$ cat src/rtl/matmul_host_port.sv
// ----------------------------------------------------------------------------
// matmul_host_port
// Host-side companion to one matmul engine. It keeps the Q8.8 operand vector
// and the weight matrix in register files and answers engine fetches
// combinationally. It also launches a job and drains the COLS-word result
// vector, through the engine read port, onto a valid/ready stream.
//
// Ports
//   clk, rst_n            clock, asynchronous active-low reset
//   wr_en/wr_tgt/wr_idx/wr_data
//                         host write (tgt 0 = matrix row*COLS+col, 1 = vector)
//   go                    job start pulse, honoured only in IDLE
//   busy, done            busy outside IDLE, done pulses after last word taken
//   mm_start, mm_ready    engine handshake
//   mm_sel_vec/row/col    engine fetch indices -> mm_data1 / mm_data2
//   mm_sel, mm_data_out   engine result read port
//   res_valid/ready/data/last
//                         result stream, res_last marks word COLS-1
//   job_cnt               completed-job counter (only with MATMUL_HOST_JOBCNT_EN)
//
// Build option: define MATMUL_HOST_JOBCNT_EN to add the job_cnt output.
// ----------------------------------------------------------------------------
module matmul_host_port #(
    parameter  int VEC_LEN = 2,
    parameter  int COLS    = 4,
    parameter  int RD_LAT  = 1,
    localparam int IDX_W   = $clog2(VEC_LEN * COLS),
    localparam int SV_W    = ($clog2(VEC_LEN) > 0) ? $clog2(VEC_LEN) : 1,
    localparam int SC_W    = ($clog2(COLS) > 0) ? $clog2(COLS) : 1
) (
    input  logic             clk,
    input  logic             rst_n,
    input  logic             wr_en,
    input  logic             wr_tgt,
    input  logic [IDX_W-1:0] wr_idx,
    input  logic [15:0]      wr_data,
    input  logic             go,
    output logic             busy,
    output logic             done,
    output logic             mm_start,
    input  logic             mm_ready,
    input  logic [SV_W-1:0]  mm_sel_vec,
    input  logic [SV_W-1:0]  mm_sel_row,
    input  logic [SC_W-1:0]  mm_sel_col,
    output logic [15:0]      mm_data1,
    output logic [15:0]      mm_data2,
    output logic [SC_W-1:0]  mm_sel,
    input  logic [15:0]      mm_data_out,
    output logic             res_valid,
    input  logic             res_ready,
    output logic [15:0]      res_data,
    output logic             res_last
`ifdef MATMUL_HOST_JOBCNT_EN
    ,
    output logic [15:0]      job_cnt
`endif
);

    localparam int unsigned NMAT    = VEC_LEN * COLS;
    localparam logic [1:0]  LAT_END = 2'((RD_LAT > 0) ? RD_LAT - 1 : 0);

    typedef enum logic [2:0] {
        S_IDLE,
        S_START,
        S_WAIT_BUSY,
        S_WAIT_DONE,
        S_SETSEL,
        S_LAT,
        S_HOLD
    } state_t;

    state_t           r_state;
    logic [1:0]       r_lat;
    logic [15:0]      r_vec [VEC_LEN];
    logic [15:0]      r_mat [NMAT];
    logic [IDX_W-1:0] w_fidx;
    logic             w_cap;

    // ---------------- register files (host writes only while idle) ----------
    always_ff @(posedge clk or negedge rst_n) begin
        if (!rst_n) begin
            for (int unsigned i = 0; i < VEC_LEN; i++) r_vec[i] <= '0;
            for (int unsigned i = 0; i < NMAT; i++)    r_mat[i] <= '0;
        end else if (wr_en && (r_state == S_IDLE)) begin
            if (wr_tgt) begin
                if (32'(wr_idx) < VEC_LEN) r_vec[wr_idx[SV_W-1:0]] <= wr_data;
            end else begin
                if (32'(wr_idx) < NMAT) r_mat[wr_idx] <= wr_data;
            end
        end
    end

    // ---------------- combinational engine fetch ----------------------------
    always_comb begin
        mm_data1 = '0;
        mm_data2 = '0;
        w_fidx   = IDX_W'(32'(mm_sel_row) * COLS + 32'(mm_sel_col));
        if (32'(mm_sel_vec) < VEC_LEN) mm_data1 = r_vec[mm_sel_vec];
        if ((32'(mm_sel_row) < VEC_LEN) && (32'(mm_sel_col) < COLS))
            mm_data2 = r_mat[w_fidx];
    end

    // Capture point: directly in SETSEL when there is no read latency,
    // otherwise on the last LAT cycle.
    always_comb begin
        w_cap = ((r_state == S_SETSEL) && (RD_LAT == 0)) ||
                ((r_state == S_LAT) && (r_lat == LAT_END));
    end

    // ---------------- job FSM, registered outputs ---------------------------
    // mm_sel doubles as the result index k; it is 0 in IDLE.
    always_ff @(posedge clk or negedge rst_n) begin
        if (!rst_n) begin
            r_state   <= S_IDLE;
            r_lat     <= '0;
            busy      <= 1'b0;
            done      <= 1'b0;
            mm_start  <= 1'b0;
            mm_sel    <= '0;
            res_valid <= 1'b0;
            res_data  <= '0;
            res_last  <= 1'b0;
`ifdef MATMUL_HOST_JOBCNT_EN
            job_cnt   <= '0;
`endif
        end else begin
            case (r_state)
                S_IDLE: begin
                    done <= 1'b0;
                    if (go) begin
                        busy     <= 1'b1;
                        mm_start <= 1'b1;
                        r_state  <= S_START;
                    end
                end
                S_START: begin
                    mm_start <= 1'b0;
                    r_state  <= S_WAIT_BUSY;
                end
                S_WAIT_BUSY: if (!mm_ready) r_state <= S_WAIT_DONE;
                S_WAIT_DONE: if (mm_ready)  r_state <= S_SETSEL;
                S_SETSEL: begin
                    if (!w_cap) begin
                        r_lat   <= '0;
                        r_state <= S_LAT;
                    end
                end
                S_LAT: if (!w_cap) r_lat <= r_lat + 2'd1;
                S_HOLD: begin
                    if (res_ready) begin
                        res_valid <= 1'b0;
                        res_last  <= 1'b0;
                        if (mm_sel == SC_W'(COLS - 1)) begin
                            done    <= 1'b1;
                            busy    <= 1'b0;
                            mm_sel  <= '0;
                            r_state <= S_IDLE;
`ifdef MATMUL_HOST_JOBCNT_EN
                            job_cnt <= job_cnt + 16'd1;
`endif
                        end else begin
                            mm_sel  <= mm_sel + 1'b1;
                            r_state <= S_SETSEL;
                        end
                    end
                end
                default: r_state <= S_IDLE;
            endcase

            if (w_cap) begin
                res_data  <= mm_data_out;
                res_valid <= 1'b1;
                res_last  <= (mm_sel == SC_W'(COLS - 1));
                r_state   <= S_HOLD;
            end
        end
    end

endmodule

$ cat config.mk
export PLATFORM = sky130hd
export DESIGN_NAME = matmul_host_port
export DESIGN_NICKNAME = d
export VERILOG_FILES = /design/src/rtl/matmul_host_port.sv
export SDC_FILE = /design/constraint.sdc
export NUM_CORES = 1
export LEC_CHECK = 0
export ABC_AREA = 1
export CAP_MARGIN = 20
export CORE_UTILIZATION = 45
export CTS_BUF_LIST = sky130_fd_sc_hd__clkbuf_8
export CTS_CLUSTER_DIAMETER = 200
export CTS_CLUSTER_SIZE = 14
export DETAILED_ROUTE_END_ITERATION = 7
export PLACE_DENSITY = 0.75
export SLEW_MARGIN = 30
export SYNTH_ARGS = -nofsm -noshare
export SYNTH_HDL_FRONTEND = slang
export SYNTH_SLANG_ARGS = --single-unit
$ cat constraint.sdc
create_clock -name clk -period 6.8 [get_ports clk]
set_clock_uncertainty 0.15 [all_clocks]
set_input_delay 2.04 -clock clk [delete_from_list [all_inputs] [get_ports clk]]
set_output_delay 2.04 -clock clk [all_outputs]
set_load 0.05 [all_outputs]
==> reports/qor.txt, run 1 <==
Total Power: 4.28 mW
Remaining antenna violation count after routing: 0
Count of state elements after synthesis: 188
GRT Max-Usage Layer: met2
Finished Layout Cells: 1,274
ANT cells: 0
CP max stage cell: clkdlybuf4s50_1
Chip height: 137 um
Post-CTS sizing: 0
Clock Power Share: 18.0%
Cells after DPL: 1,243
Max Freq: 0.160 GHz
Status: finished clean
Final core utilization: 54.2%
Hold/Removal Path Class: register to register
Finished Cell Area: 9740 um^2
Yosys Warn Count: 0
Number of global-route vias before repair: 6,374
Internal power: 2.59 mW
Total GRT Usage: 22.7%
CTS tree: yes
Critical path's most frequent cell: clkdlybuf4s50_1
CP Cell Sequence: clkdlybuf4s50_1 > buf_4 > mux2_2 > clkdlybuf4s50_1
Largest net degree at the start of global routing: 68
Vias per inst: 5.39
CTS root buf: clkbuf_8
Clk_lat worst skew: 0.45 ns
Post-CTS Hold Fix Bufs: 0
Least-Margin Pin Slew: 0.970 ns
Unrepaired setup endpoints after global routing: no
Grt met3 use: 3.53%
Starting DRT DRC Count: 679
First-pass GRT wire length: 32,800 um
Most common cell in the synthesized netlist: nand2_1
Layout cells sized above 1: 7.94%
WHS: 0.330 ns
Synthesized Nets: 1,016
Area delta synth->final: 18.2%
Top cells by area, synth: dfrtp_1 57%, o21ai_0 13%, nand2_1 13%
Num ports: 101
Post-CTS Setup Bufs: 0
Die W: 137 um
Pwr Density: 440 nW/um^2
Slew HR: 35.2%
Clock Path Buffers: 2
Critical path type: input pin to output pin
Worst-path clk slew: 0.09 ns
M2 GR Usage: 35.1%
Layout Nets: 1,081
CTS Buf Count: 17
CP Data Required Time: 4.61 ns
Synthesized cell area: 8240 um^2
Via count: 6,863
Slew Limit Fails: 0
Final setup vio count: 0
Initial antenna violation count: 0
Routability Congestion: 0.779
TNS Setup: 0 ns
Post-synthesis cell type count: 23
Synthesized instance count: 968
# rows: 49
Area share of the largest cell type after synthesis: 57.1%
EDFF count, synth: 0
Initial core utilization: 45.9%
Fin crit period: 6.24 ns
Post-synth ARST share: 100%
Place WS: 0.555 ns
Fillers: 1,664
DR WL/cell: 15.8 um
Worst vdd ir: 0.342 mV
DP HPWL: 12,300 um
Crit-path max FO: 10
Final period utilization: 91.7%
Global routing usage on met1: 32.9%
Max incr delay on CP: 0.70 ns
Critical path endpoint category: output pin
Total core area: 18,000 um^2
Post-route setup slack: 0.562 ns
TritonRoute pass-1 iters: 5
Sequential power share: 44.7%
Seq/Total Area, Yosys: 57.1%
# clock sinks: 188
H-tree Lvls: 4
Gate power share: 37.3%
Syn Area/Cell: 8.52 um^2
Port buffer count: 100
Die Footprint: 18,900 um^2
Total wire length: 20,100 um
Leak Pwr: 4.60 nW
Crit start category: input pin
Drt drc: 0
Post-synth top flop: dfrtp_1
Post-synth top cells: 278 x nand2_1, 220 x o21ai_0, 188 x dfrtp_1, 80 x nor2_1
Net Sw Power: 1.69 mW
Arrival @ worst endpoint: 4.05 ns
Net Sw Frac: 39.4%
Maximum Capacitance Violations: 0
Grt ovf: 0
Post-place instance area: 9310 um^2
Yosys top cell by area: dfrtp_1
Hold Vio Cnt, Final: 0
-- worst paths after layout --
kind | startpoint | to | slack, ns | cells past startpoint
worst max-delay path | mm_sel_vec | mm_data1[4] | 0.56 | 4
worst min-delay path | res_data[4] | res_data[4] | 0.33 | 2
worst max register to register | r_state[0] | r_state[1] | 4.30 | 6
worst min register to register | res_data[4] | res_data[4] | 0.33 | 2
max in group asynchronous | rst_n | r_vec[30] | 3.87 | 2
min in group asynchronous | rst_n | r_mat[66] | 1.44 | 1
-- worst max-delay path, delay by kind of cell --
| family | cells | cell delay [ns] |
|---|---|---|
| multiplexers | 1 | 0.36 |
| buffers and inverters | 3 | 1.65 |
-- metal layers --
layer	part of all wire, %	up-vias
met4	1.1	0
met5	0	-
met3	5.7	17
met1	47	3320
li1	-	3318
met2	46	208
-- placed cells by master (no fill, tap or decap) --
| master | count |
|---|---|
| a21oi_1 | 4 |
| buf_12 | 1 |
| buf_2 | 1 |
| buf_4 | 23 |
| buf_6 | 1 |
| bufinv_16 | 2 |
| clkbuf_8 | 23 |
| clkdlybuf4s50_1 | 82 |
| clkinv_1 | 1 |
| clkinv_4 | 1 |
| clkinvlp_4 | 2 |
| dfrtp_1 | 188 |
| ha_1 | 2 |
| inv_1 | 39 |
| inv_6 | 2 |
| mux2_2 | 16 |
| nand2_1 | 270 |
| nand2_2 | 8 |
| nand3_1 | 26 |
| nand4_1 | 1 |
| nor2_1 | 80 |
| nor2_2 | 1 |
| nor2_4 | 1 |
| nor3_1 | 1 |
| nor3_4 | 1 |
| o211ai_1 | 1 |
| o21ai_0 | 220 |
| o21ai_1 | 13 |
| o22ai_1 | 33 |
| o31ai_1 | 1 |
-- flip-flops by register name, summed over array words and instances (netlist names) --
name       flops
r_mat        128
r_vec         32
res_data      16
r_state        3
mm_sel         2
r_lat          2
busy           1
done           1
mm_start       1
res_last       1
res_valid      1
-- power groups by stage --
stage	sequential, mW	clock, mW	combinational (mW)
2_1_floorplan	2.07	0	0.947
3_3_place_gp	1.92	0	1.56
3_5_place_dp	1.92	0	1.61
4_1_cts	1.91	0.787	1.61
5_1_grt	1.98	0.827	1.76
6_report	1.91	0.770	1.60
-- cell type report --
cell class / instances / area [um^2] / share of cell area [%]
Multi-Input combinational cell: 679 / 3150 / 32.4
Timing Repair Buffer: 108 / 1030 / 10.6
Clock inverter: 8 / 105 / 1.08
Inverter: 39 / 146 / 1.50
Tap cell: 229 / 287 / 2.94
Clock buffer: 23 / 317 / 3.25
Sequential cell: 188 / 4700 / 48.3
-- cell families (layout without fill, tap and decap cells) --
group	Yosys count	in the layout	share of synthesized area [%]
DFF	188	188	57.1
AOI/OAI and AO/OA	272	272	17.1
muxes	16	16	2.19
and+or+nand+nor	389	389	18.4
buffers and inverters	101	178	4.93
adders and majority gates	2	2	0.304
No activity file was read; power rests on OpenSTA's default activity.
==> inputs of run 2 (changes only) <==
Settings changed: CAP_MARGIN 20 to default.
==> results of run 2 <==
Same layout as run 1: the final DEF is identical, and so are final timing and power.
==> inputs of run 3 (changes only) <==
Settings changed: SETUP_SLACK_MARGIN from default to 0.5.
==> reports/qor.txt, run 3 (synthesized netlist as in run 1, its figures left out) <==
Final period utilization: 91.7% (about the same)
WP buf/inv: 3 (unchanged)
H-tree Lvls: 4 (unchanged)
Drt drc: 0 (unchanged)
Remaining antenna violation count after routing: 0 (unchanged)
Via count: 6,896 (+0.48%)
Total core area: 18,000 um^2 (unchanged)
DP HPWL: 12,300 um (unchanged)
Arrival @ worst endpoint: 4.05 ns (about the same)
Finished Layout Cells: 1,274 (unchanged)
First-pass GRT wire length: 32,800 um (unchanged)
Grt ovf: 0 (unchanged)
CTS root buf: clkbuf_8
Internal power: 2.59 mW (about the same)
Number of global-route vias before repair: 6,374 (unchanged)
Total wire length: 20,100 um (-0.11%)
Critical path's most frequent cell: clkdlybuf4s50_1
Least-Margin Pin Slew: 0.963 ns (-0.00705 ns)
Net Sw Power: 1.69 mW (about the same)
M2 GR Usage: 35.1% (unchanged)
Worst vdd ir: 0.336 mV (-1.8%)
Critical path type: input pin to output pin
Max Freq: 0.160 GHz (about the same)
Grt met3 use: 3.53% (unchanged)
Register name with the most flops: r_mat
TNS Setup: 0 ns (unchanged)
Status: finished clean
Leak Pwr: 4.63 nW (+0.68%)
Sequential power share: 44.7% (about the same)
R2r setup slk: 4.31 ns (about the same)
Initial core utilization: 45.9% (unchanged)
Unrepaired setup endpoints after global routing: no
Largest regs: r_mat x128, r_vec x32, res_data x16
Max incr delay on CP: 0.70 ns (about the same)
Initial antenna violation count: 0 (unchanged)
Die W: 137 um (unchanged)
Clock Power Share: 17.9% (about the same)
Routability Congestion: 0.779 (unchanged)
Port buffer count: 100 (unchanged)
Die Footprint: 18,900 um^2 (unchanged)
Worst-path clk slew: 0.09 ns (about the same)
CTS Buf Count: 17 (unchanged)
Starting DRT DRC Count: 662 (-2.5%)
Num ports: 101 (unchanged)
GRT Max-Usage Layer: met2
Crit-path max FO: 10 (unchanged)
# rows: 49 (unchanged)
Pwr Density: 439 nW/um^2 (about the same)
Crit start category: input pin
# clock sinks: 188 (unchanged)
Layout Nets: 1,081 (unchanged)
DR WL/cell: 15.8 um (-0.11%)
Layout cells sized above 1: 7.94% (unchanged)
CP max stage cell: clkdlybuf4s50_1
Clock Path Buffers: 2 (unchanged)
Largest net degree at the start of global routing: 68 (unchanged)
Area delta synth->final: 18.2% (about the same)
CTS tree: yes
CP Data Required Time: 4.61 ns (about the same)
Clk_lat worst skew: 0.46 ns (about the same)
Commonest non-fill, non-tap cell in the layout: nand2_1
ANT cells: 0 (unchanged)
Hold Vio Cnt, Final: 0 (unchanged)
Fin crit period: 6.24 ns (-0.000420 ns)
Hold/Removal Path Class: register to register
Chip height: 137 um (unchanged)
Total GRT Usage: 22.7% (unchanged)
Global routing usage on met1: 32.9% (unchanged)
Gate power share: 37.4% (about the same)
Net Sw Frac: 39.4% (about the same)
Final setup vio count: 0 (unchanged)
Max FFs per register: 128 (unchanged)
CP Cell Sequence: clkdlybuf4s50_1 > buf_4 > mux2_2 > clkdlybuf4s50_1
Most frequent cells in the layout: 270 x nand2_1, 220 x o21ai_0, 188 x dfrtp_1
Slew HR: 35.6% (+0.47 points)
Maximum Capacitance Violations: 0 (unchanged)
Critical path endpoint category: output pin
Cells after DPL: 1,243 (unchanged)
Slew Limit Fails: 0 (unchanged)
TritonRoute pass-1 iters: 5 (unchanged)
Top cell family by delay on the critical path: buffers and inverters
Post-CTS Hold Fix Bufs: 0 (unchanged)
Vias per inst: 5.41 (+0.48%)
run 3: changes by cell type in the layout (fill, tap and decap cells not counted), sizes merged:
cell / before / now
clkdlybuf4s50: 82 / 80
dlymetal6s2s: 0 / 2
run 3: area by class of cell:
class                      count  area (um^2)
sequential                   188         4700
clock buffer                  23          317
timing repair buffer         108         1030
fill                        1664         8220
multi-input combinational    679         3150
tap                          229          287
clock inverter                 8          105
inverter                      39          146
run 3: routing by layer:
layer	share of wire [%]	wire, um
met1	47	9510
met2	46	9270
met3	5.3	1070
met4	1.3	252
met5	0	0
run 3: path summary, 6_finish.rpt:
path | end | cells past startpoint | startpoint
setup / recovery | mm_data1[4] | 4 | mm_sel_vec
hold / removal | res_data[4] | 2 | res_data[4]
setup reg to reg | r_state[1] | 6 | r_state[0]
hold reg to reg | res_data[4] | 2 | res_data[4]
max in group asynchronous | r_vec[16] | 2 | rst_n
min in group asynchronous | r_mat[66] | 1 | rst_n
run 3: power groups by stage:
| stage | registers [mW] | logic (mW) | clock network [mW] |
|---|---|---|---|
| final | 1.91 | 1.60 | 0.768 |
| after global routing | 1.98 | 1.76 | 0.827 |
| after CTS | 1.91 | 1.61 | 0.787 |
| after detailed placement | 1.92 | 1.61 | 0 |
| after global placement | 1.92 | 1.56 | 0 |
| after floorplan | 2.07 | 0.947 | 0 |
run 3: worst min-delay path: stages, from the launching register on:
cell,delay (ns)
dfrtp_1,0.35
nand2_1,0.06
nand2_1,0.05
run 3: timing repair:
| item | in CTS | in global routing |
|---|---|---|
| setup buffers | 0 | 0 |
| setup endpoints to repair | 0 | 2 |
| resized for setup | 0 | 2 |
run 3: per-stage QoR:
step	area [um^2]	utilization (%)	total power, mW	hold slack [ns]	setup WS [ns]
6_report	9750	54.3	4.28	0.330	0.562
5_1_grt	9750	54.3	4.56	0.350	0.502
4_1_cts	9740	54.2	4.31	0.334	0.551
3_5_place_dp	9310	51.8	3.53	0.311	0.555
3_3_place_gp	9300	51.8	3.48	0.303	0.598
2_1_floorplan	8240	-	3.02	0.298	1.41
==> RTL edit (config.mk and constraints of run 2) <==
The parameter `VEC_LEN` goes from 2 to 4.
--- a/src/rtl/matmul_host_port.sv
+++ b/src/rtl/matmul_host_port.sv
@@ -21,7 +21,7 @@
 // Build option: define MATMUL_HOST_JOBCNT_EN to add the job_cnt output.
 // ----------------------------------------------------------------------------
 module matmul_host_port #(
-    parameter  int VEC_LEN = 2,
+    parameter  int VEC_LEN = 4,
     parameter  int COLS    = 4,
     parameter  int RD_LAT  = 1,
     localparam int IDX_W   = $clog2(VEC_LEN * COLS),
Interface: changed (resized mm_sel_row, mm_sel_vec and wr_idx); port bits go from 101 to 104. No check against the original RTL was run, so the function may have changed too.
==> RTL edit against run 2 <==
- die area is 100% higher
- sequential cell count is 160 higher
- register-to-register slack worse by 0.32 ns
- routed wire length increased by 130%
- power is 54% higher
- synthesized area is 100% higher
- clock power increased by 38%
- worst setup slack better by 0.11 ns
- worst hold slack improved by 0.0082 ns
- design area increased by 92%
- critical path depth grew 1
- sequential power up 66%
- critical endpoint is now mm_data1[3]
- largest cell class unchanged
- largest power group unchanged
==> RTL edit: results (changes against run 2) <==
* DP Worst Slack at 0.704 ns (was 0.555 ns)
* GRT Total Usage at 24.7% (was 22.7%)
* Largest net degree at the start of global routing at 145 (was 68)
* CP max FO at 17 (was 10)
* Post-Synth Adder-Cell Area at 0.148% (was 0.304%)
* Main area contributors after synthesis: dfrtp_1 (52%), nand2_1 (17%), nand3_1 (7.0%), inv_1 (5.9%), o21ai_0 (5.8%) (was dfrtp_1 (57%), o21ai_0 (13%), nand2_1 (13%), nor2_1 (3.6%), o22ai_1 (2.5%))
* Sequential share of the synthesized area at 51.6% (was 57.1%)
* DRT met1 WL at 19300 um (was 9410 um)
* WP data arrival at 3.93 ns (was 4.05 ns)
* Status: finished clean (unchanged)
* Met1 usage at 32.8% (was 32.9%)
* Initial antenna violation count at 1 (was 0)
* Share of cells above drive strength 1 at 5.29% (was 7.94%)
* Post-Place Cell Area at 18300 um^2 (was 9310 um^2)
* M3 GR Usage at 2.97% (was 3.53%)
* Placed cell count at 2647 (was 1243)
* Max Root-Sink Buffers at 3 (was 2)
* Row Count at 70 (was 49)
* Non-Filler Instances at 2679 (was 1274)
* CTS Buf Count at 28 (was 17)
* Netlist cell types at 26 (was 23)
* Power, Total at 6.60 mW (was 4.28 mW)
* Post-layout net count at 2261 (was 1081)
* Max VDD drop at 0.185 mV (was 0.342 mV)
* Worst reg2reg startpoint: r_state[1] (was r_state[0])
* GP Congestion at 0.850 (was 0.779)
* Mux contribution to synthesized area at 0% (was 2.19%)
* Clock power share at 16.0% (was 18.0%)
[RTL edit: critical path, delay by kind of cell]
kind                   cells  cell delay, ns
buffers and inverters      3            1.43
AOI/OAI and AO/OA          2            0.47
[RTL edit: cell type report]
type | instances | area (um^2)
flip-flops and latches | 348 | 8710
inverters | 268 | 1010
fillers | 3458 | 18100
clock buffers | 29 | 399
multi-input cells | 1444 | 6420
clock inverters | 1 | 8.76
repair buffers | 120 | 1550
diodes | 1 | 2.50
well taps | 468 | 586
[RTL edit: path summary, 6_finish.rpt]
check,cells past startpoint,slack (ns),endpoint
max,5,0.68,mm_data1[3]
min,2,0.34,res_valid
max reg2reg,7,3.98,r_vec[43]
min reg2reg,2,0.34,res_valid
max in group asynchronous,2,4.31,r_vec[46]
min in group asynchronous,1,1.12,r_mat[233]
